## src/rtl/mbox_read_buf.sv

```systemverilog
// ---------------------------------------------------------------------------
// mbox_read_buf
//   Show-ahead read buffer between the MBOX memory return path and the EDP.
//   The oldest buffered word is always presented on cacheDataRead and is
//   consumed when CON asserts CON_memRead. CON_flush discards everything.
//   Sticky error flags record underruns and (optionally) parity failures.
//
//   Optional feature macro: MBOX_READ_BUF_PARITY_EN
//     defined     - odd-parity check on every accepted word sets parityErr
//     not defined - MBOX_parity is ignored and parityErr is tied low
//
//   Bit numbering: the machine numbers a word [0:35] with bit 0 as the MSB.
//   Here the vectors are declared [35:0], so machine bit 0 is vector bit 35.
// ---------------------------------------------------------------------------
module mbox_read_buf #(
    parameter int DEPTH = 4,
    parameter int CNT_W = 3
) (
    input  logic             eboxClk,
    input  logic             eboxReset_n,
    input  logic [35:0]      MBOX_data,
    input  logic             MBOX_parity,
    input  logic             MBOX_valid,
    output logic             MBOX_ready,
    input  logic             CON_memRead,
    input  logic             CON_flush,
    input  logic             CON_errClr,
    output logic [35:0]      cacheDataRead,
    output logic             cacheDataValid,
    output logic [CNT_W-1:0] bufCount,
    output logic             underrunErr,
    output logic             parityErr
);

    localparam int PTR_W = (DEPTH > 1) ? $clog2(DEPTH) : 1;
    localparam logic [PTR_W-1:0] PTR_ONE  = PTR_W'(1);
    localparam logic [CNT_W-1:0] CNT_ONE  = CNT_W'(1);
    localparam logic [CNT_W-1:0] CNT_FULL = CNT_W'(DEPTH);

    // Storage is deliberately not reset; emptiness is tracked by count_r.
    logic [35:0]      mem_r [DEPTH];
    logic [PTR_W-1:0] head_r;
    logic [PTR_W-1:0] tail_r;
    logic [CNT_W-1:0] count_r;
    logic             underrun_r;
    logic             parity_r;

    logic             empty_s;
    logic             full_s;
    logic             push_s;
    logic             pop_s;
    logic             underrun_ev_s;
    logic             parity_ev_s;

`ifdef MBOX_READ_BUF_PARITY_EN
    // Odd parity: an even number of ones across data plus parity bit is an error.
    function automatic logic parity_bad(input logic [35:0] data, input logic par);
        parity_bad = ~(^{data, par});
    endfunction
`else
    // Parity input has no function in this build.
    logic unused_parity_s;
    assign unused_parity_s = MBOX_parity;
`endif

    // Handshake decode; flush blocks both the push and the pop of its cycle.
    always_comb begin
        empty_s       = (count_r == {CNT_W{1'b0}});
        full_s        = (count_r == CNT_FULL);
        MBOX_ready    = ~full_s & ~CON_flush;
        push_s        = MBOX_valid & MBOX_ready;
        pop_s         = CON_memRead & ~empty_s & ~CON_flush;
        underrun_ev_s = CON_memRead & empty_s;
`ifdef MBOX_READ_BUF_PARITY_EN
        parity_ev_s   = push_s & parity_bad(MBOX_data, MBOX_parity);
`else
        parity_ev_s   = 1'b0;
`endif
    end

    // Word storage: write the accepted word at the tail slot.
    always_ff @(posedge eboxClk) begin
        if (push_s) begin
            mem_r[tail_r] <= MBOX_data;
        end
    end

    // Pointer and occupancy bookkeeping; pointers wrap naturally at DEPTH.
    always_ff @(posedge eboxClk or negedge eboxReset_n) begin
        if (!eboxReset_n) begin
            head_r  <= {PTR_W{1'b0}};
            tail_r  <= {PTR_W{1'b0}};
            count_r <= {CNT_W{1'b0}};
        end else if (CON_flush) begin
            head_r  <= {PTR_W{1'b0}};
            tail_r  <= {PTR_W{1'b0}};
            count_r <= {CNT_W{1'b0}};
        end else begin
            if (push_s) begin
                tail_r <= tail_r + PTR_ONE;
            end
            if (pop_s) begin
                head_r <= head_r + PTR_ONE;
            end
            case ({push_s, pop_s})
                2'b10:   count_r <= count_r + CNT_ONE;
                2'b01:   count_r <= count_r - CNT_ONE;
                default: count_r <= count_r;
            endcase
        end
    end

    // Sticky error flags; a new error event beats a same-cycle clear.
    always_ff @(posedge eboxClk or negedge eboxReset_n) begin
        if (!eboxReset_n) begin
            underrun_r <= 1'b0;
            parity_r   <= 1'b0;
        end else begin
            if (underrun_ev_s) begin
                underrun_r <= 1'b1;
            end else if (CON_errClr) begin
                underrun_r <= 1'b0;
            end else begin
                underrun_r <= underrun_r;
            end
            if (parity_ev_s) begin
                parity_r <= 1'b1;
            end else if (CON_errClr) begin
                parity_r <= 1'b0;
            end else begin
                parity_r <= parity_r;
            end
        end
    end

    // Output presentation straight from registered state; zero word when empty.
    always_comb begin
        cacheDataValid = ~empty_s;
        if (empty_s) begin
            cacheDataRead = 36'h0_0000_0000;
        end else begin
            cacheDataRead = mem_r[head_r];
        end
        bufCount    = count_r;
        underrunErr = underrun_r;
        parityErr   = parity_r;
    end

endmodule

```

## config.mk

```make
export PLATFORM = sky130hd
export DESIGN_NAME = mbox_read_buf
export DESIGN_NICKNAME = d
export VERILOG_FILES = /design/src/rtl/mbox_read_buf.sv
export SDC_FILE = /design/constraint.sdc
export NUM_CORES = 1
export LEC_CHECK = 0
export ABC_AREA = 1
export CAP_MARGIN = 5
export CORE_UTILIZATION = 35
export DETAILED_ROUTE_END_ITERATION = 16
export PLACE_DENSITY = 0.6
export SLEW_MARGIN = 5
export SYNTH_ARGS = -nofsm -noshare
export SYNTH_HDL_FRONTEND = slang
export SYNTH_SLANG_ARGS = --single-unit
export TNS_END_PERCENT = 30
```

## constraint.sdc

```tcl
create_clock -name eboxClk -period 3.4 [get_ports eboxClk]
set_input_delay 0.68 -clock eboxClk [delete_from_list [all_inputs] [get_ports eboxClk]]
set_output_delay 0.68 -clock eboxClk [all_outputs]
set_load 0.01 [all_outputs]
```

# Word level (Yosys, flattened, before mapping)

Memory sizes are Yosys's and may differ from the RTL's.
Cells that the tools add are included.

Memories: 1
Output and inout port bits: 43
Bits in writable memories: 144
Bits in registers: 8
Bits of input ports: 43

Memories:

| memory | depth | bits a word | read ports | clocked after Yosys merged registers in | wr ports | RTL line | text |
|---|---|---|---|---|---|---|---|
| mem_r  | 4     | 36          | 1          | 0                                       | 1        | 41       | `logic [35:0] mem_r [DEPTH];` |

Reduce and logical (&&, ||, !) cells: 5
Eq/ne operators: 3
Add/subtract/negate cells: 4
Bitwise gates (word level): 8
Muxes and demuxes: 11

Operators with widths:

| operator                                                            | count |
|---|---|
| 36-bit 2-to-1 mux                                                   | 1 |
| 2-bit 2-to-1 mux                                                    | 4 |
| 3-bit case mux with 2 select lines                                  | 1 |
| 2-bit nonzero test                                                  | 3 |
| 1-bit bitwise AND                                                   | 5 |
| 2-bit by 1-bit adder with 2-bit output (second input constant)      | 2 |
| 1-bit 2-to-1 mux                                                    | 4 |
| 3-bit by 1-bit adder with 3-bit output (second input constant)      | 1 |
| 3-bit == test (second input constant)                               | 1 |
| 3-bit zero test                                                     | 1 |
| 3-bit 2-to-1 mux                                                    | 1 |
| 1-bit inverter                                                      | 3 |
| 3-bit nonzero test                                                  | 1 |
| 3-bit by 1-bit subtractor with 3-bit output (second input constant) | 1 |
| 2-bit by 1-bit == test with 1-bit output (second input constant)    | 1 |
| 2-bit == test (second input constant)                               | 1 |

# Depth between registers and ports, before layout

Word-level depth: 7
Gate-level depth with buffers: 13
Depth with buffers taken out: 13

# Worst setup path after synthesis

OpenSTA, ideal clock, no wires.

Path type: in2reg
From: input port CON_flush
To: memory mem_r[0][0] (enable)
Arrival: 2460 ps
Required time: 2971 ps
Buffers on the path: 0
Library setup time: 429 ps
Stages on the path: 3
Path slack: 510 ps
Cell sequence: inv_2 > nand3_4 > nor2_1

Longest elaborated chain between the ends: 5

Ends and longest elaborated chain:

| element                                | RTL line | text |
|---|---|---|
| from (decl)                            | 26       | `input logic CON_flush,` |
| 1-bit inverter                         | 70       | `MBOX_ready = ~full_s & ~CON_flush;` |
| 1-bit bitwise AND                      | 70       |  |
| 1-bit bitwise AND                      | 71       | `push_s = MBOX_valid & MBOX_ready;` |
| 1-bit 2-to-1 mux                       | 83       | `if (push_s) begin` |
| 1-bit 2-to-1 mux (not written as such) | 84       | `mem_r[tail_r] <= MBOX_data;` |
| to (decl)                              | 41       |  |

Every way passes these cells.

# Worst setup path after layout

From: register head_r[0]
To: output port cacheDataRead[20]

Longest elaborated chain between the ends: 2

Ends and longest elaborated chain:

| element                | RTL line | text |
|---|---|---|
| from (decl)            | 42       | `logic [PTR_W-1:0] head_r;` |
| from (signal assigned) | 91       | `head_r <= {PTR_W{1'b0}};` |
| from (signal assigned) | 95       | `head_r <= {PTR_W{1'b0}};` |
| from (signal assigned) | 103      | `head_r <= head_r + PTR_ONE;` |
| memory read 4 x 36 bit | n/a      |  |
| 36-bit 2-to-1 mux      | 139      | `if (empty_s) begin` |
| to (decl)              | 28       | `output logic [35:0] cacheDataRead,` |

Every way passes these cells.

==> results by group <==
STA
  – Fmax: 0.333 GHz
  – Final setup fails: 0
  – Hold Vio Cnt, Final: 0
  – Slew margin rel.: 66.5%
  – Final period utilization: 88.3%
  – Slew @ Worst Pin: 0.503 ns
  – Final min period: 3.00 ns
  – Final max-slew violation count: 0
  – Setup TNS: 0 ns
  – RSZ-0062 raised after global routing: false
  – Clock Skew: 0.00973 ns

Hold path
  – Worst min path class: reg -> reg
  – Worst hold start: underrunErr$_DFFE_PN0P_

Layout
  – ANT cells: 0
  – Final core occ: 45.5%
  – Final non-filler cell total: 817
  – Leading cell types in the layout, fill and taps excluded: 145 x nor2_1, 144 x edfxtp_1, 83 x clkdlybuf4s50_1
  – Layout cell share with drive strength beyond 1: 9.63%
  – Area growth, synth to finish: 27.5%
  – Most common cell after layout, fill and taps aside: nor2_1
  – # nets final: 627

Global routing
  – Maximum number of pins on one net before global-route repair: 74
  – Vias in the first global route: 4,105
  – Grt ovf: 0
  – Initial antenna violation count: 0
  – GRT Overall Usage: 15.7%
  – Global-route wire length before repair: 21,000 um

Clock tree
  – TritonCTS clock tree: yes
  – Root Buffer Master: clkbuf_16
  – Sink Count: 152
  – H-tree depth: 4
  – Hold Buf Count CTS: 0
  – Max clock buf depth: 2
  – Cts bufs inserted: 17
  – Post-CTS Resized: 0
  – Clk slew on worst S/H paths: 0.06 ns
  – Post-CTS Setup Bufs: 0
  – Clk_lat worst skew: 0.41 ns

Worst setup path
  – WS Path Type: reg -> out
  – Arrival time at the worst endpoint: 2.32 ns
  – CP Launch Type: flip-flop
  – Crit end category: output port
  – Reg2reg setup slack: 1.37 ns
  – Setup crit end: cacheDataRead[20]
  – Worst-path maximum fanout: 19
  – Slowest stage delay, CP: 0.58 ns
  – Worst reg-to-reg path cell count: 12
  – CP cell instances: inv_2 > buf_4 > o21ai_0 > a21oi_1 > clkdlybuf4s50_1
  – Crit. Startpoint: head_r[0]$_DFFE_PN0P_
  – Critical-path top delay cell: clkdlybuf4s50_1
  – Worst endpoint required time: 2.72 ns
  – RR Startpoint: bufCount[0]$_DFFE_PN0P_
  – Worst flop-to-flop path endpoint: bufCount[2]$_DFFE_PN0P_

Logic synthesis
  – Cell variety after synth: 24
  – Fraction of registers with async set/reset: 5.26%
  – Syn Nets: 540
  – Syn avg cell area: 12.5 sq um
  – FF+latch count, synth: 152
  – Post-Synthesis Cells: 492
  – Sequential area share after synthesis: 73.8%
  – Ys Warns: 0
  – Post-synth EDFFs: 144
  – Synthesized cell area: 6130 sq um
  – Predominant post-synthesis flop cell: edfxtp_1

Job
  – Max-cap viol count: 0

Drt
  – Antenna Nets Post-Route: 0
  – Initial DRC count: 191
  – Vias per Instance: 4.85
  – Post-route DRC: 0
  – Final wirelength: 13,200 um
  – Vias: 3,965
  – Wire per inst: 16.2 um
  – DR pass1 iterations: 4

Floorplanning
  – Initial Utilization: 35.7%
  – Die ar.: 18,100 sq um
  – Die width: 134 um
  – FP Rows: 48
  – I/O pin cnt: 86
  – DIE HEIGHT: 134 um
  – Placeable Area: 17,200 sq um

Power
  – Overall Power: 4.70 mW
  – Worst vdd ir: 537 uV
  – Cell leakage power: 2.69 nW
  – Power Density: 601 nW/um^2

Placed design
  – Gp weighted congestion: 0.762
  – IO buf count: 83
  – # placed instances: 785
  – Detail Placement HPWL: 7560 um

Status
  – Status: finished clean
-- logic make-up (layout without fill, tap and decap cells) --
kind of cell,after synthesis,count (layout),share of synthesized area [%]
other,1,1,0.0611
AOI/OAI and AO/OA,116,116,9.59
xor gates and xnor gates,1,1,0.143
buffers and inverters,42,142,3.47
and+or+nand+nor,175,175,11.8
DFF,152,152,73.8
adders and majority gates,5,5,1.14
-- Yosys cell counts, types with 3 or more instances --
cell type	n	area, sq um
nor2_1	149	559
edfxtp_1	144	4320
o21ai_0	62	310
a21oi_1	38	190
o21ai_1	14	70.1
clkbuf_1	11	41.3
nand2_1	11	41.3
inv_1	10	37.5
buf_4	9	67.6
dfrtp_1	8	200
nand3_1	6	30.0
buf_2	5	25.0
inv_2	5	18.8
ha_1	4	50.1
nand2_4	3	33.8
-- sequential cells by signal (all words and copies together) (netlist names) --
name / flops
mem_r: 144
head_r: 2
tail_r: 2
bufCount: 3
underrunErr: 1
-- worst min path at each step --
stage | endpoint | slack, ns | depth (start not counted)
global route | bufCount[0]$_DFFE_PN0P_ | 0.57 | 1
global placement | underrunErr$_DFFE_PN0P_ | 0.51 | 2
floorplan | bufCount[0]$_DFFE_PN0P_ | 0.38 | 0
detailed placement | underrunErr$_DFFE_PN0P_ | 0.53 | 2
finish | underrunErr$_DFFE_PN0P_ | 0.54 | 2
CTS | underrunErr$_DFFE_PN0P_ | 0.54 | 2
-- per-stage QoR --
stage | instance area [sq um] | setup slack, ns | hold WS, ns
finish | 7820 | 0.397 | 0.539
global placement | 7280 | 0.567 | 0.513
CTS | 7820 | 0.357 | 0.543
global route | 7820 | 0.237 | 0.574
floorplan | 6130 | 0.510 | 0.384
detailed placement | 7280 | 0.552 | 0.533
-- power breakdown --
part	switching, mW	total [mW]	leakage, nW	internal [mW]
clock network	0.672	1.73	0.271	1.06
registers	0.0284	2.15	1.41	2.13
logic	0.453	0.815	1.01	0.361
-- final cells by class --
| type | instances | area [sq um] |
|---|---|---|
| tap | 225 | 282 |
| fill | 1556 | 9360 |
| clock inverter | 12 | 109 |
| multi-input combinational | 298 | 1430 |
| inverter | 15 | 56.3 |
| sequential | 152 | 4530 |
| clock buffer | 20 | 437 |
| timing repair buffer | 95 | 983 |
-- critical path, delay by kind of cell (launching register included) --
kind            cells  cell delay [ns]
flops               1             0.43
buf+inv             3             1.13
compound gates      2             0.35
-- routing by layer --
layer / vias up / share of wire [%] / GRT usage (%)
met5: - / 0 / 0
met4: 0 / 0.72 / 5.06
met3: 10 / 4.8 / 4.31
met2: 102 / 51 / 27.4
met1: 1949 / 43 / 18.7
li1: 1904 / - / -
Note: power is estimated with default switching activity, not from simulation.
